<file path="config.mk">
export PLATFORM = sky130hd
export DESIGN_NAME = reservation_station
export DESIGN_NICKNAME = d
export VERILOG_FILES = /design/src/rtl/reservation_station.sv
export SDC_FILE = /design/constraint.sdc
export NUM_CORES = 1
export LEC_CHECK = 0
export CAP_MARGIN = 20
export CELL_PAD_IN_SITES_DETAIL_PLACEMENT = 0
export CELL_PAD_IN_SITES_GLOBAL_PLACEMENT = 1
export CORE_MARGIN = 2
export CORE_UTILIZATION = 34
export CTS_CLUSTER_DIAMETER = 60
export DETAILED_ROUTE_END_ITERATION = 10
export PLACE_DENSITY = 0.93
export RECOVER_POWER = 100
export SYNTH_ARGS = -nofsm -noshare
export SYNTH_HDL_FRONTEND = slang
export SYNTH_SLANG_ARGS = --single-unit
</file>
<file path="constraint.sdc">
create_clock -name clk -period 4.1 [get_ports clk]
set_input_delay 0.82 -clock clk [delete_from_list [all_inputs] [get_ports clk]]
set_output_delay 0.82 -clock clk [all_outputs]
set_load 0.05 [all_outputs]
</file>
<file path="src/rtl/reservation_station.sv">
// reservation_station: single-hart LR/SC reservation tracker beside the atomic unit.
// It holds one granule-aligned reservation. The reservation is set by LR. It is
// cleared by SC consumption, by a snooped store to the same granule, by a trap or
// xRET, or by a forward-progress timeout. sc_success is combinational. Its verdict
// is taken on the first cycle of an SC burst and held for the rest of that burst.
module reservation_station #(
   parameter int XLEN         = 32,
   parameter int GRANULE_BITS = 3,
   parameter int TIMEOUT      = 1023
) (
   input  logic            clk,
   input  logic            reset,
   input  logic            lr_valid,
   input  logic [XLEN-1:0] lr_addr,
   input  logic            sc_valid,
   input  logic [XLEN-1:0] sc_addr,
   output logic            sc_success,
   input  logic            inv_store_valid,
   input  logic [XLEN-1:0] inv_store_addr,
   input  logic            inv_trap,
   output logic            rsv_valid,
   output logic [XLEN-1:0] rsv_addr,
   output logic [15:0]     sc_fail_count
);

   localparam logic [XLEN-1:0] GRANULE_MASK = {XLEN{1'b1}} << GRANULE_BITS;
   localparam logic [15:0]     TIMEOUT_LOAD = 16'(TIMEOUT);
   localparam logic            TIMEOUT_EN   = (TIMEOUT != 0);

   // Two addresses fall in the same reservation granule
   function automatic logic same_granule(input logic [XLEN-1:0] a, input logic [XLEN-1:0] b);
      return (a & GRANULE_MASK) == (b & GRANULE_MASK);
   endfunction

   logic            rsv_valid_r;
   logic [XLEN-1:0] rsv_addr_r;
   logic [15:0]     tmo_cnt_r;
   logic            sc_result_r;
   logic            sc_valid_d_r;
   logic [15:0]     fail_cnt_r;

   logic sc_first_s;
   logic sc_match_s;
   logic store_hit_s;
   logic live_verdict_s;
   logic timeout_fire_s;
   logic sc_success_s;

   // Live SC verdict, snoop hit, timeout expiry and the burst-frozen success output
   always_comb begin
      sc_first_s     = 1'b0;
      sc_match_s     = 1'b0;
      store_hit_s    = 1'b0;
      live_verdict_s = 1'b0;
      timeout_fire_s = 1'b0;
      sc_success_s   = 1'b0;
      sc_first_s     = sc_valid && !sc_valid_d_r;
      sc_match_s     = rsv_valid_r && same_granule(sc_addr, rsv_addr_r);
      store_hit_s    = inv_store_valid && rsv_valid_r && same_granule(inv_store_addr, rsv_addr_r);
      live_verdict_s = sc_match_s && !inv_trap && !store_hit_s;
      timeout_fire_s = TIMEOUT_EN && rsv_valid_r && (tmo_cnt_r == 16'd1);
      if (!sc_valid) begin
         sc_success_s = 1'b0;
      end else if (sc_first_s) begin
         sc_success_s = live_verdict_s;
      end else begin
         sc_success_s = sc_result_r;
      end
   end

   // Track SC bursts and freeze the verdict on the first cycle of each burst
   always_ff @(posedge clk or posedge reset) begin
      if (reset) begin
         sc_valid_d_r <= 1'b0;
         sc_result_r  <= 1'b0;
      end else begin
         sc_valid_d_r <= sc_valid;
         if (sc_first_s) begin
            sc_result_r <= live_verdict_s;
         end else begin
            sc_result_r <= sc_result_r;
         end
      end
   end

   // Reservation register: LR sets it and overrides every invalidation source
   always_ff @(posedge clk or posedge reset) begin
      if (reset) begin
         rsv_valid_r <= 1'b0;
         rsv_addr_r  <= {XLEN{1'b0}};
      end else if (lr_valid) begin
         rsv_valid_r <= 1'b1;
         rsv_addr_r  <= lr_addr & GRANULE_MASK;
      end else if (sc_first_s || inv_trap || store_hit_s || timeout_fire_s) begin
         rsv_valid_r <= 1'b0;
      end else begin
         rsv_valid_r <= rsv_valid_r;
      end
   end

   // Forward-progress counter: loaded by LR and counting down while a reservation is held
   always_ff @(posedge clk or posedge reset) begin
      if (reset) begin
         tmo_cnt_r <= 16'd0;
      end else if (lr_valid) begin
         tmo_cnt_r <= TIMEOUT_LOAD;
      end else if (rsv_valid_r && (tmo_cnt_r != 16'd0)) begin
         tmo_cnt_r <= tmo_cnt_r - 16'd1;
      end else begin
         tmo_cnt_r <= tmo_cnt_r;
      end
   end

   // Saturating debug count of SCs whose verdict was failure
   always_ff @(posedge clk or posedge reset) begin
      if (reset) begin
         fail_cnt_r <= 16'd0;
      end else if (sc_first_s && !live_verdict_s && (fail_cnt_r != 16'hFFFF)) begin
         fail_cnt_r <= fail_cnt_r + 16'd1;
      end else begin
         fail_cnt_r <= fail_cnt_r;
      end
   end

   assign sc_success    = sc_success_s;
   assign rsv_valid     = rsv_valid_r;
   assign rsv_addr      = rsv_addr_r;
   assign sc_fail_count = fail_cnt_r;

   reservation_station_chk u_chk (
      .clk      (clk),
      .reset    (reset),
      .lr_valid (lr_valid),
      .sc_valid (sc_valid)
   );

endmodule

// reservation_station_chk: protocol checks on the atomic-unit strobes.
module reservation_station_chk (
   input logic clk,
   input logic reset,
   input logic lr_valid,
   input logic sc_valid
);

   a_no_lr_with_sc: assert property (@(posedge clk) disable iff (reset) !(lr_valid && sc_valid));

endmodule
</file>
After elaboration in Yosys (flattened, before gate mapping). Index checks and enable logic that the tools add are counted.

$add $sub $neg: 2. Eq/ne operators: 4. Mux-type cells: 6. Reductions and logical operators: 20.

Operator list (count): 29-bit equality test (2); 16-bit 2-to-1 mux (2); 16-bit by 1-bit adder with 16-bit output (second input constant) (1); 16-bit by 1-bit equality test with 1-bit output (second input constant) (1); 16-bit != test (second input constant) (1); 16-bit nonzero test (1); 16-bit by 1-bit subtractor with 16-bit output (second input constant) (1); 1-bit logical AND (10); 1-bit logical NOT (4); 1-bit 2-to-1 mux (4); 2-bit nonzero test (2); 1-bit logical OR (3).

Register bits: 64. Bits of input ports: 102. Output and inout port bits: 50. Logic and storage cells: 38.

Depth between registers and ports, before layout.
Depth after elaboration: 7. Mapped depth: 8. Gate-level depth less buffers: 8.

Least setup slack after synthesis. No wires, ideal clock.

Kind: input -> output. Start: in sc_addr[15]. End: out sc_success. Arrival time: 2.315 ns. Data required time: 3.280 ns. Slack: 0.965 ns. Stages on the path: 7. Buffers on the path: 1. Cells stage by stage: xor2_1 > nor4_1 > nand4_1 > a211o_1 > buf_2 > o21ai_0 > and2_1.

Cells in the longest elaborated chain, start to end: 6.

Ends and longest elaborated chain: start, declared (line 16) `input logic [XLEN-1:0] sc_addr,`; 29-bit equality test (line 32) `return (a & GRANULE_MASK) == (b & GRANULE_MASK);`; 1-bit logical AND (line 58) `sc_match_s = rsv_valid_r && same_granule(sc_addr, rsv_addr_r);`; 1-bit logical AND (2 in series) (line 60) `live_verdict_s = sc_match_s && !inv_trap && !store_hit_s;`; 1-bit 2-to-1 mux; 1-bit 2-to-1 mux (line 62) `if (!sc_valid) begin`; end, declared (line 17) `output logic sc_success,`.

Every way passes these cells.

Worst setup path after layout.
Start: in inv_store_addr[14]. End: out sc_success.

Cells in the longest elaborated chain, start to end: 6.

Ends and longest elaborated chain: start, declared (line 19) `input logic [XLEN-1:0] inv_store_addr,`; 29-bit equality test (line 32); 1-bit logical AND (line 59) `store_hit_s = inv_store_valid && rsv_valid_r && same_granule(inv_store_addr, rsv_addr_r);`; 1-bit logical NOT (line 60); 1-bit logical AND (line 60); 1-bit 2-to-1 mux; 1-bit 2-to-1 mux (line 62).

Every way passes these cells.

==> flow_summary.toml <==
[status]
status = "finished with violations"
violations = "capacitance limit, slew limit"

[setup_path]
arrival_ns = 2.87
cp_max_fo = 2
cp-end-kind = "primary output"
cp.required_ns = 3.28
start_kind = "input port"
criticalPathCategory = "input port to primary output"

[placement]
placed_cell_area_um2 = 5080
place_inst = 599
pre_cts_slack_ns = 0.343
gp_congestion = 0.804
io_buffer_count = 139
dp_hpwl_mm = 7.01

[floorplan]
core_um2 = 10200
ios = 152
start_util_pct = 34.7
dieArea_um2 = 11300
die_width_um = 106
dieHeight_um = 106
rows = 37

[drt]
drt_iter0_markers = 122
drcViolationCount = 0
vias_per_cell = 4.86
routedWlPerCell_um = 14.9
num_vias = 2990
dr.pass1.iters = 4
routed_wl_mm = 9.19
antenna_left = 0

[timing]
fin_crit_sh_pct = 90.0
tightest_slew_ns = 2.29
fin_skew_ns = 0.0153
max_slew_margin_pct = -52.9
max_freq_ghz = 0.271
setup_violations = 0
final.setup.tns_ns = 0
rsz0062_at_grt = "no"
finalMaxSlewViolations = 47
fin_crit_ns = 3.69
hold_viol_final = 0
setup_slack_ns = 0.408

[cells_and_area]
design_area_um2 = 5250
nNetsFinal = 580
diodes = 0
nFillCells = 937
drive_gt1_share_pct = 10.9
synthToLayoutAreaGrowth_pct = 48.0
layout.cells.non_filler = 615

[clock_tree]
cts_max_path_buffers = 2
clk_latency_ns = 0.35
cts_root_buf = "clkbuf_8"
clk_pin_slew_ns = 0.08
postCtsSetupBuffers = 0
htree_num_levels = 3
cts_resized = 0
cts_buffers = 9
hold_buffers = 0
cts.sinks = 64
cts_tree = "done"

[synth]
ys_ff_latch = 64
synthArstFlopShare_pct = 100
syn_area_per_cell_um2 = 10.7
synth_edf_count = 0
syn_area_um2 = 3550
yosysWarnings = 0
synthCells = 332
synth-main-ff-cell = "dfrtp_1"
synth_seq_area_share_pct = 45.1
netlist-cell-type-count = 36

[worst_hold_path]
min_path_type = "flip-flop to flip-flop"

[run]
maxCapViolCount = 1

[global_routing]
grt_usage_pct = 16.7
antenna_found_initial = 0
overflow = 0
grt_pass1_vias = 2995
grt_max_degree = 47
grt_pass1_wl_mm = 14.7

[power_and_ir_drop]
peakVddDrop_mv = 0.367
p_leak_uw = 0.00200
power_density_nw_per_um2 = 364
## through the flow
step	util (%)	hold slack, ns	power (uW)
2_1_floorplan	-	0.450	1180
4_1_cts	51.4	0.488	1950
6_report	51.3	0.483	1910
3_5_place_dp	49.6	0.470	1440
3_3_place_gp	49.6	0.463	1440
5_1_grt	51.3	0.528	2000
## kinds of logic (layout without fill, tap and decap cells)
logic type	Yosys count	in the layout	synth area share (%)
AO/OA/AOI/OAI	16	16	2.61
XOR/XNOR	82	82	20.2
adder cells (fa/ha/maj)	4	4	1.41
buffers and inverters	16	161	2.12
flip-flops	64	64	45.2
multiplexers	30	30	9.52
other	1	3	0.106
AND/OR/NAND/NOR	119	119	18.8
## power by group
part	switching, uW	leakage [uW]	internal [uW]	total [uW]
Combinational	360	0.00115	265	625
Clock	266	0.0000887	237	502
Sequential	86.9	0.000755	694	781
## layout make-up
cell class	instances	area [um2]	area share, %
clock buffers	10	138	2.62
multi-input cells	254	1880	35.8
clock inverters	6	42.5	0.810
well taps	136	170	3.24
repair buffers	141	1400	26.7
inverters	4	15.0	0.286
flip-flops and latches	64	1600	30.5
## cell usage after synthesis, drive strengths merged, types with 5 or more instances
library cell	number	area share [%]
dfrtp	64	45
clkbuf	5	0.53
nand2	17	1.8
xor2	31	7.7
nor4	16	3.2
mux2	30	9.5
a21oi	5	0.71
buf	7	1.2
nand2b	9	1.6
nor2	17	1.8
nor3	12	1.7
nand4	15	2.6
xnor2	51	13
nand3	13	1.8
o21ai	6	0.85
## worst max-delay path: stages
cell,delay (ns)
dlygate4sd3_1,0.55
xnor2_1,0.24
nand4_1,0.15
nor4_1,0.42
a211o_1,0.24
o21ai_0,0.07
and2_0,0.21
buf_12,0.17
## path summary, 6_finish.rpt
check,start,endpoint,slack [ns],cells after the start
max in group asynchronous,reset,tmo_cnt_r[6],1.36,3
worst max-delay path,inv_store_addr[14],sc_success,0.41,8
worst min-delay path,sc_result_r,sc_result_r,0.48,2
worst min register to register,sc_result_r,sc_result_r,0.48,2
min in group asynchronous,reset,rsv_addr[27],1.28,2
worst max register to register,rsv_addr[14],sc_fail_count[1],1.35,7
## per-layer routing
| metal | track usage [%] | routed length [um] | vias to the layer above |
|---|---|---|---|
| met3 | 3.62 | 525 | 12 |
| met5 | 0 | 0 | - |
| met2 | 28.3 | 4530 | 96 |
| li1 | - | - | 1439 |
| met1 | 20.8 | 4010 | 1443 |
| met4 | 6.30 | 119 | 0 |
## sequential cells by signal (all words and copies together), names as in the netlist
name,flops
rsv_addr,29
tmo_cnt_r,16
sc_valid_d_r,1
sc_fail_count,16
sc_result_r,1
rsv_valid,1
## layout by cell type (no fill, tap or decap), drive strengths merged, types with 5 or more instances in the layout
cell type / netlist / final
nand4: 15 / 15
dlygate4sd3: 0 / 49
nor4: 16 / 16
o21ai: 6 / 6
clkdlybuf4s50: 0 / 88
nand2: 17 / 17
nand3: 13 / 13
clkbuf: 5 / 13
nand2b: 9 / 9
a21oi: 5 / 5
xor2: 31 / 31
xnor2: 51 / 51
nor2: 17 / 17
mux2: 30 / 30
inv: 4 / 5
nor3: 12 / 12
dfrtp: 64 / 64
(Power assumes the default switching activity.)
